--- src/rtl/seq_signed_divider_pkg.sv ---
// seq_signed_divider_pkg: state encoding and iteration-counter width shared by the divider files
package div_pkg;
  typedef enum logic [1:0] {IDLE, CALC, FIX, DONE} state_t;
  function automatic int clog2_n1(input int n);
    return $clog2(n + 1);
  endfunction
endpackage

--- src/rtl/seq_signed_divider_if.sv ---
// seq_signed_divider_if: divider request/result bundle
// master drives start/dividend/divisor; slave returns busy/done/quotient/remainder/div_by_zero/overflow
interface seq_signed_divider_if #(parameter int N = 4);
  logic start;
  logic [N-1:0] dividend, divisor;
  logic busy, done;
  logic [N-1:0] quotient, remainder;
  logic div_by_zero, overflow;
  modport master(output start, dividend, divisor, input busy, done, quotient, remainder, div_by_zero, overflow);
  modport slave(input start, dividend, divisor, output busy, done, quotient, remainder, div_by_zero, overflow);
endinterface

--- src/rtl/seq_signed_divider_step.sv ---
// div_step: one unsigned restoring shift-subtract iteration
// rem_i partial remainder, bit_i next dividend bit, dsr_i divisor magnitude -> rem_o new remainder, q_o quotient bit
module div_step #(parameter int N = 4) (
  input  logic [N:0]   rem_i,
  input  logic         bit_i,
  input  logic [N-1:0] dsr_i,
  output logic [N:0]   rem_o,
  output logic         q_o
);
  logic [N+1:0] sh;
  assign sh = {rem_i, bit_i};
  assign q_o = sh >= {2'b00, dsr_i};
  assign rem_o = (N+1)'(q_o ? sh - {2'b00, dsr_i} : sh);
endmodule

--- src/rtl/seq_signed_divider.sv ---
// seq_signed_divider: sequential signed restoring divider, results N+2 cycles after accept
// clk, rst_n (async active-low), bus: slave side of seq_signed_divider_if
module seq_signed_divider
  import div_pkg::*;
#(parameter int N = 4) (
  input logic clk,
  input logic rst_n,
  seq_signed_divider_if.slave bus
);
  localparam int CW = clog2_n1(N);
  state_t state_q;
  logic [CW-1:0] cnt_q;
  logic [N:0] rem_q, rem_d;
  logic [N-1:0] acc_q, acc_d, dsr_q, quo_q, rem_out_q, quo_fix, rem_fix;
  logic q_bit, sdd_q, sdr_q, zero_q, ovf_q, busy_q, done_q, dz_q, ov_q;
  // acc_q shifts dividend bits out of the top while quotient bits enter at the bottom
  div_step #(.N(N)) u_step (.rem_i(rem_q), .bit_i(acc_q[N-1]), .dsr_i(dsr_q), .rem_o(rem_d), .q_o(q_bit));
  assign acc_d = {acc_q[N-2:0], q_bit};
  // divide-by-zero yields all-ones magnitude; force -1 so the sign fix-up cannot flip it
  assign quo_fix = zero_q ? '1 : (sdd_q ^ sdr_q) ? -acc_q : acc_q;
  assign rem_fix = N'(sdd_q ? -rem_q : rem_q);
  assign bus.busy = busy_q;
  assign bus.done = done_q;
  assign bus.quotient = quo_q;
  assign bus.remainder = rem_out_q;
  assign bus.div_by_zero = dz_q;
  assign bus.overflow = ov_q;
  always_ff @(posedge clk or negedge rst_n)
    if (!rst_n) begin
      state_q <= IDLE;
      cnt_q <= '0;
      rem_q <= '0;
      acc_q <= '0;
      dsr_q <= '0;
      sdd_q <= 1'b0;
      sdr_q <= 1'b0;
      zero_q <= 1'b0;
      ovf_q <= 1'b0;
      busy_q <= 1'b0;
      done_q <= 1'b0;
      quo_q <= '0;
      rem_out_q <= '0;
      dz_q <= 1'b0;
      ov_q <= 1'b0;
    end else begin
      done_q <= 1'b0;
      case (state_q)
        CALC: begin
          rem_q <= rem_d;
          acc_q <= acc_d;
          cnt_q <= cnt_q + 1'b1;
          if (cnt_q == CW'(N - 1)) state_q <= FIX;
        end
        FIX: begin
          state_q <= DONE;
          busy_q <= 1'b0;
          done_q <= 1'b1;
          quo_q <= quo_fix;
          rem_out_q <= rem_fix;
          dz_q <= zero_q;
          ov_q <= ovf_q;
        end
        default: begin
          state_q <= bus.start ? CALC : IDLE;
          busy_q <= bus.start;
          if (bus.start) begin
            cnt_q <= '0;
            rem_q <= '0;
            acc_q <= bus.dividend[N-1] ? -bus.dividend : bus.dividend;
            dsr_q <= bus.divisor[N-1] ? -bus.divisor : bus.divisor;
            sdd_q <= bus.dividend[N-1];
            sdr_q <= bus.divisor[N-1];
            zero_q <= bus.divisor == '0;
            ovf_q <= bus.dividend == {1'b1, {(N-1){1'b0}}} && bus.divisor == '1;
          end
        end
      endcase
    end
endmodule

--- src/flat_wrapper.sv ---
// flat-port wrapper written by rule: the top's interface ports become plain ports
module seq_signed_divider_flat import div_pkg::*;
#(parameter int N = 4)
  (clk, rst_n, bus_start, bus_dividend, bus_divisor, bus_busy, bus_done, bus_quotient, bus_remainder, bus_div_by_zero, bus_overflow);
  seq_signed_divider_if #(.N(N)) bus_i ();
  input logic clk;
  input logic rst_n;
  input wire logic [$bits(bus_i.start)-1:0] bus_start;
  input wire logic [$bits(bus_i.dividend)-1:0] bus_dividend;
  input wire logic [$bits(bus_i.divisor)-1:0] bus_divisor;
  output wire logic [$bits(bus_i.busy)-1:0] bus_busy;
  output wire logic [$bits(bus_i.done)-1:0] bus_done;
  output wire logic [$bits(bus_i.quotient)-1:0] bus_quotient;
  output wire logic [$bits(bus_i.remainder)-1:0] bus_remainder;
  output wire logic [$bits(bus_i.div_by_zero)-1:0] bus_div_by_zero;
  output wire logic [$bits(bus_i.overflow)-1:0] bus_overflow;
  assign bus_i.start = bus_start;
  assign bus_i.dividend = bus_dividend;
  assign bus_i.divisor = bus_divisor;
  assign bus_busy = bus_i.busy;
  assign bus_done = bus_i.done;
  assign bus_quotient = bus_i.quotient;
  assign bus_remainder = bus_i.remainder;
  assign bus_div_by_zero = bus_i.div_by_zero;
  assign bus_overflow = bus_i.overflow;
  seq_signed_divider #(.N(N)) u_core (.clk(clk), .rst_n(rst_n), .bus(bus_i));
endmodule
--- config.mk ---
export PLATFORM = sky130hd
export DESIGN_NAME = seq_signed_divider_flat
export DESIGN_NICKNAME = d
export VERILOG_FILES = /design/src/rtl/seq_signed_divider_pkg.sv /design/src/rtl/seq_signed_divider_if.sv /design/src/rtl/seq_signed_divider_step.sv /design/src/rtl/seq_signed_divider.sv /design/src/flat_wrapper.sv
export SDC_FILE = /design/constraint.sdc
export NUM_CORES = 1
export LEC_CHECK = 0
export CORE_UTILIZATION = 48
export DETAILED_ROUTE_END_ITERATION = 7
export HOLD_SLACK_MARGIN = 0.02
export PLACE_DENSITY = 0.71
export SYNTH_ARGS = -nofsm -noshare
export SYNTH_HDL_FRONTEND = slang
export SYNTH_SLANG_ARGS = --single-unit
export TNS_END_PERCENT = 30
--- constraint.sdc ---
create_clock -name clk -period 2.28 [get_ports clk]
set_input_delay 0.456 -clock clk [delete_from_list [all_inputs] [get_ports clk]]
set_output_delay 0.456 -clock clk [all_outputs]
set_load 0.005 [all_outputs]
======== After elaboration in Yosys (flattened, before gate mapping) ========
Cells that the tools add are included.
word-level totals
  bits in registers ....................... 34
  latch bits .............................. 0
  memory bits (writable) .................. 0
  bits in read-only memories .............. 0
  bits of input ports ..................... 11
  output and inout port bits .............. 12
  logic and storage cells ................. 54
  memories ................................ 0
cells by class
  add/subtract/negate cells ............... 6
  multipliers ............................. 0
  divide/modulo/power cells ............... 0
  $lt $le $gt $ge ......................... 1
  equality and inequality tests ........... 6
  shift-type cells ........................ 0
  muxes and demuxes ....................... 17
  bitwise gates (word level) .............. 3
  reduce and logical (&&, ||, !) cells .... 6
operators by type and width
  cell                                                             number
  4-bit two-way mux                                                6
  4-bit negator                                                    4
  5-bit two-way mux                                                2
  5-bit one-hot mux with 2 select lines                            1
  4-bit == test, second input constant                             2
  4-bit one-hot mux with 2 select lines                            1
  6-bit by 4-bit >= comparator with 1-bit output                   1
  3-bit one-hot mux with 2 select lines                            1
  5-bit by 4-bit subtractor with 5-bit output                      1
  4-bit logical NOT                                                1
  2-bit one-hot mux with 2 select lines                            1
  2-bit AND reduction                                              2
  3-bit by 1-bit adder with 3-bit output, second input constant    1
  3-bit by 2-bit == test with 1-bit output, second input constant  1
  3-bit two-way mux                                                1
  2-bit by 1-bit == test with 1-bit output, second input constant  1
  2-bit == test, second input constant                             1
  1-bit two-way mux                                                2
  2-bit two-way mux                                                1
  2-bit by 1-bit != test with 1-bit output, second input constant  1
  1-bit inverter                                                   2
  1-bit one-hot mux with 2 select lines                            1
  2-bit nonzero test                                               1
  2-bit OR reduction                                               1
  other kinds (2)                                                  2

======== Depth between registers and ports, before layout ========
  depth after elaboration ................. 4
  gate-level depth with buffers ........... 8
  gate-level depth less buffers ........... 8

======== Modules after synthesis ========
From an unflattened synthesis, not the netlist that was laid out.
second synthesis, totals
  cells, all modules ...................... 181
  area total of the unflattened synthesis .. 1849.3 um2
by module, submodules not included
  module              instances  cells each  area each (um2)  seq. area each (um2)
  seq_signed_divider  1          152         1615.3           850.8
  div_step            1          29          234.0            0.0

======== Worst setup path after synthesis ========
OpenSTA, ideal clock, no wires.
  path kind ............................... register to register
  start point ............................. reg u_core.acc_q[3]
  end point ............................... reg u_core.rem_q[3]
  setup time .............................. 0.120 ns
  data arrival time ....................... 1.655 ns
  required time ........................... 2.160 ns
  setup slack ............................. 0.505 ns
  cell stages (with the launch flop) ...... 9
  path buffers ............................ 0
  clock period less this slack ............ 1.775 ns
  cells stage by stage .................... dfrtp_1 inv_1 ha_1 inv_1 fa_1 nand3_1 nand2_2 or2_4 a31o_1
between the ends
  word-level cells in the longest chain between the ends .. 3
  elaborated cells on any way between the ends .. 4
  classes of those cells .................. add/sub (1); order compare (1); mux (2)
RTL lines
  item                                                                                                           line                                                          text
  from (decl)                                                                                                    seq_signed_divider.sv:14                                      logic [N-1:0] acc_q, acc_d, dsr_q, quo_q, rem_out_q, quo_fix, rem_fix;
  from (signal assigned)                                                                                         seq_signed_divider.sv:69                                      acc_q <= bus.dividend[N-1] ? -bus.dividend : bus.dividend;
  5-bit by 4-bit subtractor with 5-bit output or 6-bit by 4-bit >= comparator with 1-bit output (tied branches)  seq_signed_divider_step.sv:13, seq_signed_divider_step.sv:12
  5-bit two-way mux *                                                                                            seq_signed_divider_step.sv:13                                 assign rem_o = (N+1)'(q_o ? sh - {2'b00, dsr_i} : sh);
  5-bit one-hot mux with 2 select lines *                                                                        seq_signed_divider.sv:47                                      case (state_q)
  to (signal assigned)                                                                                           seq_signed_divider.sv:49                                      rem_q <= rem_d;
  to (decl)                                                                                                      seq_signed_divider.sv:13                                      logic [N:0] rem_q, rem_d;
Mark *: on every way between the ends. The rest lies on a longest branch, timed or not.
A chain may end at the register's enable or synchronous reset.

======== Worst setup path after layout ========
Ends and elaborated chain as after synthesis.

==> metrics.cfg <==
[die]
core_area_um2 = 3661
die_w_um = 63.76
rows = 22
dieArea_um2 = 4065
die_h_um = 63.76
start_util = 0.5000
io_pins = 23

[global_route]
antenna_found_initial = 0
grt.total_usage = 0.2130
grt_pass1_wl_mm = 6.589
grt_pass1_vias = 1526
overflow = 0
grt_max_degree = 35

[critical_path]
critPathLaunch = u_core.acc_q[3]$_DFFE_PN0P_
reg2reg_depth = 8
crit_end = u_core.rem_q[3]$_DFFE_PN0P_
r2r_start = u_core.acc_q[3]$_DFFE_PN0P_
crit_slowest_cell = dfrtp_1
crit_chain = inv_1 > ha_1 > inv_1 > fa_1 > nand3_1 > nand2_2 > or2_4 > a31o_1
timing.rr.end = u_core.rem_q[3]$_DFFE_PN0P_
crit_arrival_ns = 2.10
cpPeakStageDelay_ns = 0.41
critPathCaptureType = register
crit_required_ns = 2.46
crit_top_cell = inv_1
crit_fanout = 7
cp_num_buf_inv = 2
worstSetupPathType = register to register
critPathLaunchType = register
cp.depth = 8
cpLargestDelayFamily = adder cells
reg2reg_slack_ns = 0.35

[clock_tree]
cts_buffers = 5
ctsResizeCount = 0
clkSinkCount = 34
insertion_delay_ns = 0.29
postCtsHoldBufs = 0
clkTransAtPathRegs_ns = 0.07
tritoncts = yes
postCtsSetupBuffers = 0
clockBufferDepth = 2
cts.htree.levels = 2
root_buffer = clkbuf_8

[placement]
routabilityCongestion = 0.8844
numPortBuffers = 22
hpwlAfterDp_mm = 2.761

[synth]
ys_seq_elements = 34
synth_top_family_by_area = compound AO/OA/AOI/OAI gates
netlist_instances = 186
synth_cell_types = 37
synth_top_cells_by_area = dfrtp_1, ha_1, inv_1
synth.most_common_cell = dfrtp_1
synth_top_area_frac = 0.4648
syn_nets = 211
synthXorXnorAreaFrac = 0.04306
synth_edf_count = 0
synth_compound_gate_area_share = 0.1449
ys.flop_type = dfrtp_1
synthMuxAreaShare = 0.05742
synth.top_cells.by_count = dfrtp_1, inv_1, nand2_1, nor2_1, ha_1
synth_area_per_cell_um2 = 9.841
yosysTopAreaCell = dfrtp_1
yosysWarningCount = 0
seq_area_frac_synth = 0.4648
synth-simple-area-share = 0.1360
synth_fa_ha_area_frac = 0.09979
synthesis.area_um2 = 1831
async_reset_ff_frac = 1.000

[drt]
wl_per_cell_um = 13.73
drt_iter0_markers = 72
ant_nets = 0
wl_mm = 3.584
num_vias = 1423
via_per_inst = 5.452
drc_errors = 0
drtPass1Iterations = 4

[sta]
tns_ns = 0
min_period_over_period = 0.8445
slew_headroom = 0.7160
slew_viol_final = 0
finalSetupViolations = 0
fin_crit_ns = 1.925
grt_setup_unrepaired = false
fmax_mhz = 519.4
worst_pin_slew_ns = 0.4260
final-hold-violation-count = 0
clock_skew_ns = 0.005037

[job]
cap_violations = 0

[finish]
seqCellArea_um2 = 850.8
multi_input_area_um2 = 880.8
fillers = 331
nets = 239
antennaDiodeCount = 0
syn_to_final_growth_pct = 20.16
drive_above_1_share = 0.08451

[power_and_ir_drop]
fin_total_pwr_mw = 3.204
peakVddDrop_mv = 0.7527
p_leak_nw = 1.011
p_per_area_nw_per_um2 = 1457

[status]
status = finished, final reports clean

[min_path]
hold_path_class = register to register

per-layer routing:
metal / vias to the layer above / share of wire / GRT usage / wire length [µm]
met2: 28 / 0.51 / 0.3697 / 1810
met3: 9 / 0.035 / 0.05893 / 126
met5: - / 0 / 0 / 0
li1: 693 / - / - / -
met4: 0 / 0.019 / 0.07955 / 68
met1: 693 / 0.44 / 0.2488 / 1578
how the worst min path moves through the flow:
stage,startpoint,end,slack [ns],cells past startpoint
after floorplan,rst_n,u_core.acc_q[0]$_DFFE_PN0P_,0.16,0
after global placement,u_core.ovf_q$_DFFE_PN0P_,u_core.ovf_q$_DFFE_PN0P_,0.46,2
after detailed placement,u_core.ovf_q$_DFFE_PN0P_,u_core.ovf_q$_DFFE_PN0P_,0.46,2
after CTS,u_core.ovf_q$_DFFE_PN0P_,u_core.ovf_q$_DFFE_PN0P_,0.48,2
after global routing,u_core.ovf_q$_DFFE_PN0P_,u_core.ovf_q$_DFFE_PN0P_,0.51,2
final,u_core.ovf_q$_DFFE_PN0P_,u_core.ovf_q$_DFFE_PN0P_,0.48,2
flip-flops by register name, indices dropped and copies added, names as in the netlist:
signal                  flops
u_core.rem_q                5
u_core.acc_q                4
u_core.bus.quotient         4
u_core.bus.remainder        4
u_core.dsr_q                4
u_core.cnt_q                3
u_core.state_q              2
u_core.bus.busy             1
u_core.bus.div_by_zero      1
u_core.bus.done             1
u_core.bus.overflow         1
u_core.ovf_q                1
u_core.sdd_q                1
u_core.sdr_q                1
u_core.zero_q               1
metrics by stage:
stage | cell area, µm² | setup slack [ns] | std cells | hold slack, ns | utilization
6_report | 2200 | 0.3546 | 261 | 0.4808 | 0.6008
5_1_grt | 2200 | 0.1575 | 261 | 0.5058 | 0.6008
4_1_cts | 2200 | 0.3582 | 261 | 0.4793 | 0.6008
3_5_place_dp | 2117 | 0.3740 | 255 | 0.4616 | 0.5783
3_3_place_gp | 2117 | 0.4299 | 255 | 0.4587 | 0.5783
2_1_floorplan | 1831 | 0.5054 | 186 | 0.1604 | -
worst register-to-register path, delay by kind of cell (launching register included):
kind,cells,cell delay (ns)
buffers and inverters,2,0.15
DFF,1,0.41
adders and majority gates,2,0.55
and+or+nand+nor,3,0.48
AOI/OAI and AO/OA,1,0.22
power by group:
part,leakage [nW],internal (mW),switching [mW]
Sequential,0.428,0.862,0.215
Clock,0.0431,0.233,0.209
Combinational,0.539,0.812,0.872
Total,1.01,1.91,1.30
cell type report:
class	instances	share of cell area
Sequential cell	34	0.3868
Tap cell	48	0.02730
Timing Repair Buffer	26	0.1138
Clock buffer	6	0.03754
Multi-Input combinational cell	127	0.4005
Inverter	20	0.03413
layout by cell type, fill, tap and decap left out, types with 3 or more instances in the layout:
master	instances
a21oi_1	6
a31oi_1	6
buf_4	4
clkbuf_8	6
clkdlybuf4s50_1	22
dfrtp_1	34
ha_1	13
inv_1	20
mux2_2	4
mux2i_1	6
nand2_1	20
nand2b_1	5
nor2_1	16
o21ai_0	11
o311ai_1	3
o31ai_1	3
xnor2_1	7
kinds of logic (layout without fill, tap and decap cells):
| logic type | Yosys count | in the layout |
|---|---|---|
| AND/OR/NAND/NOR | 54 | 54 |
| AO/OA/AOI/OAI | 40 | 40 |
| flip-flops | 34 | 34 |
| buffers and inverters | 25 | 52 |
| adder cells (fa/ha/maj) | 14 | 14 |
| multiplexers | 10 | 10 |
| XOR/XNOR | 9 | 9 |
Power figures use the tool's default switching activity.
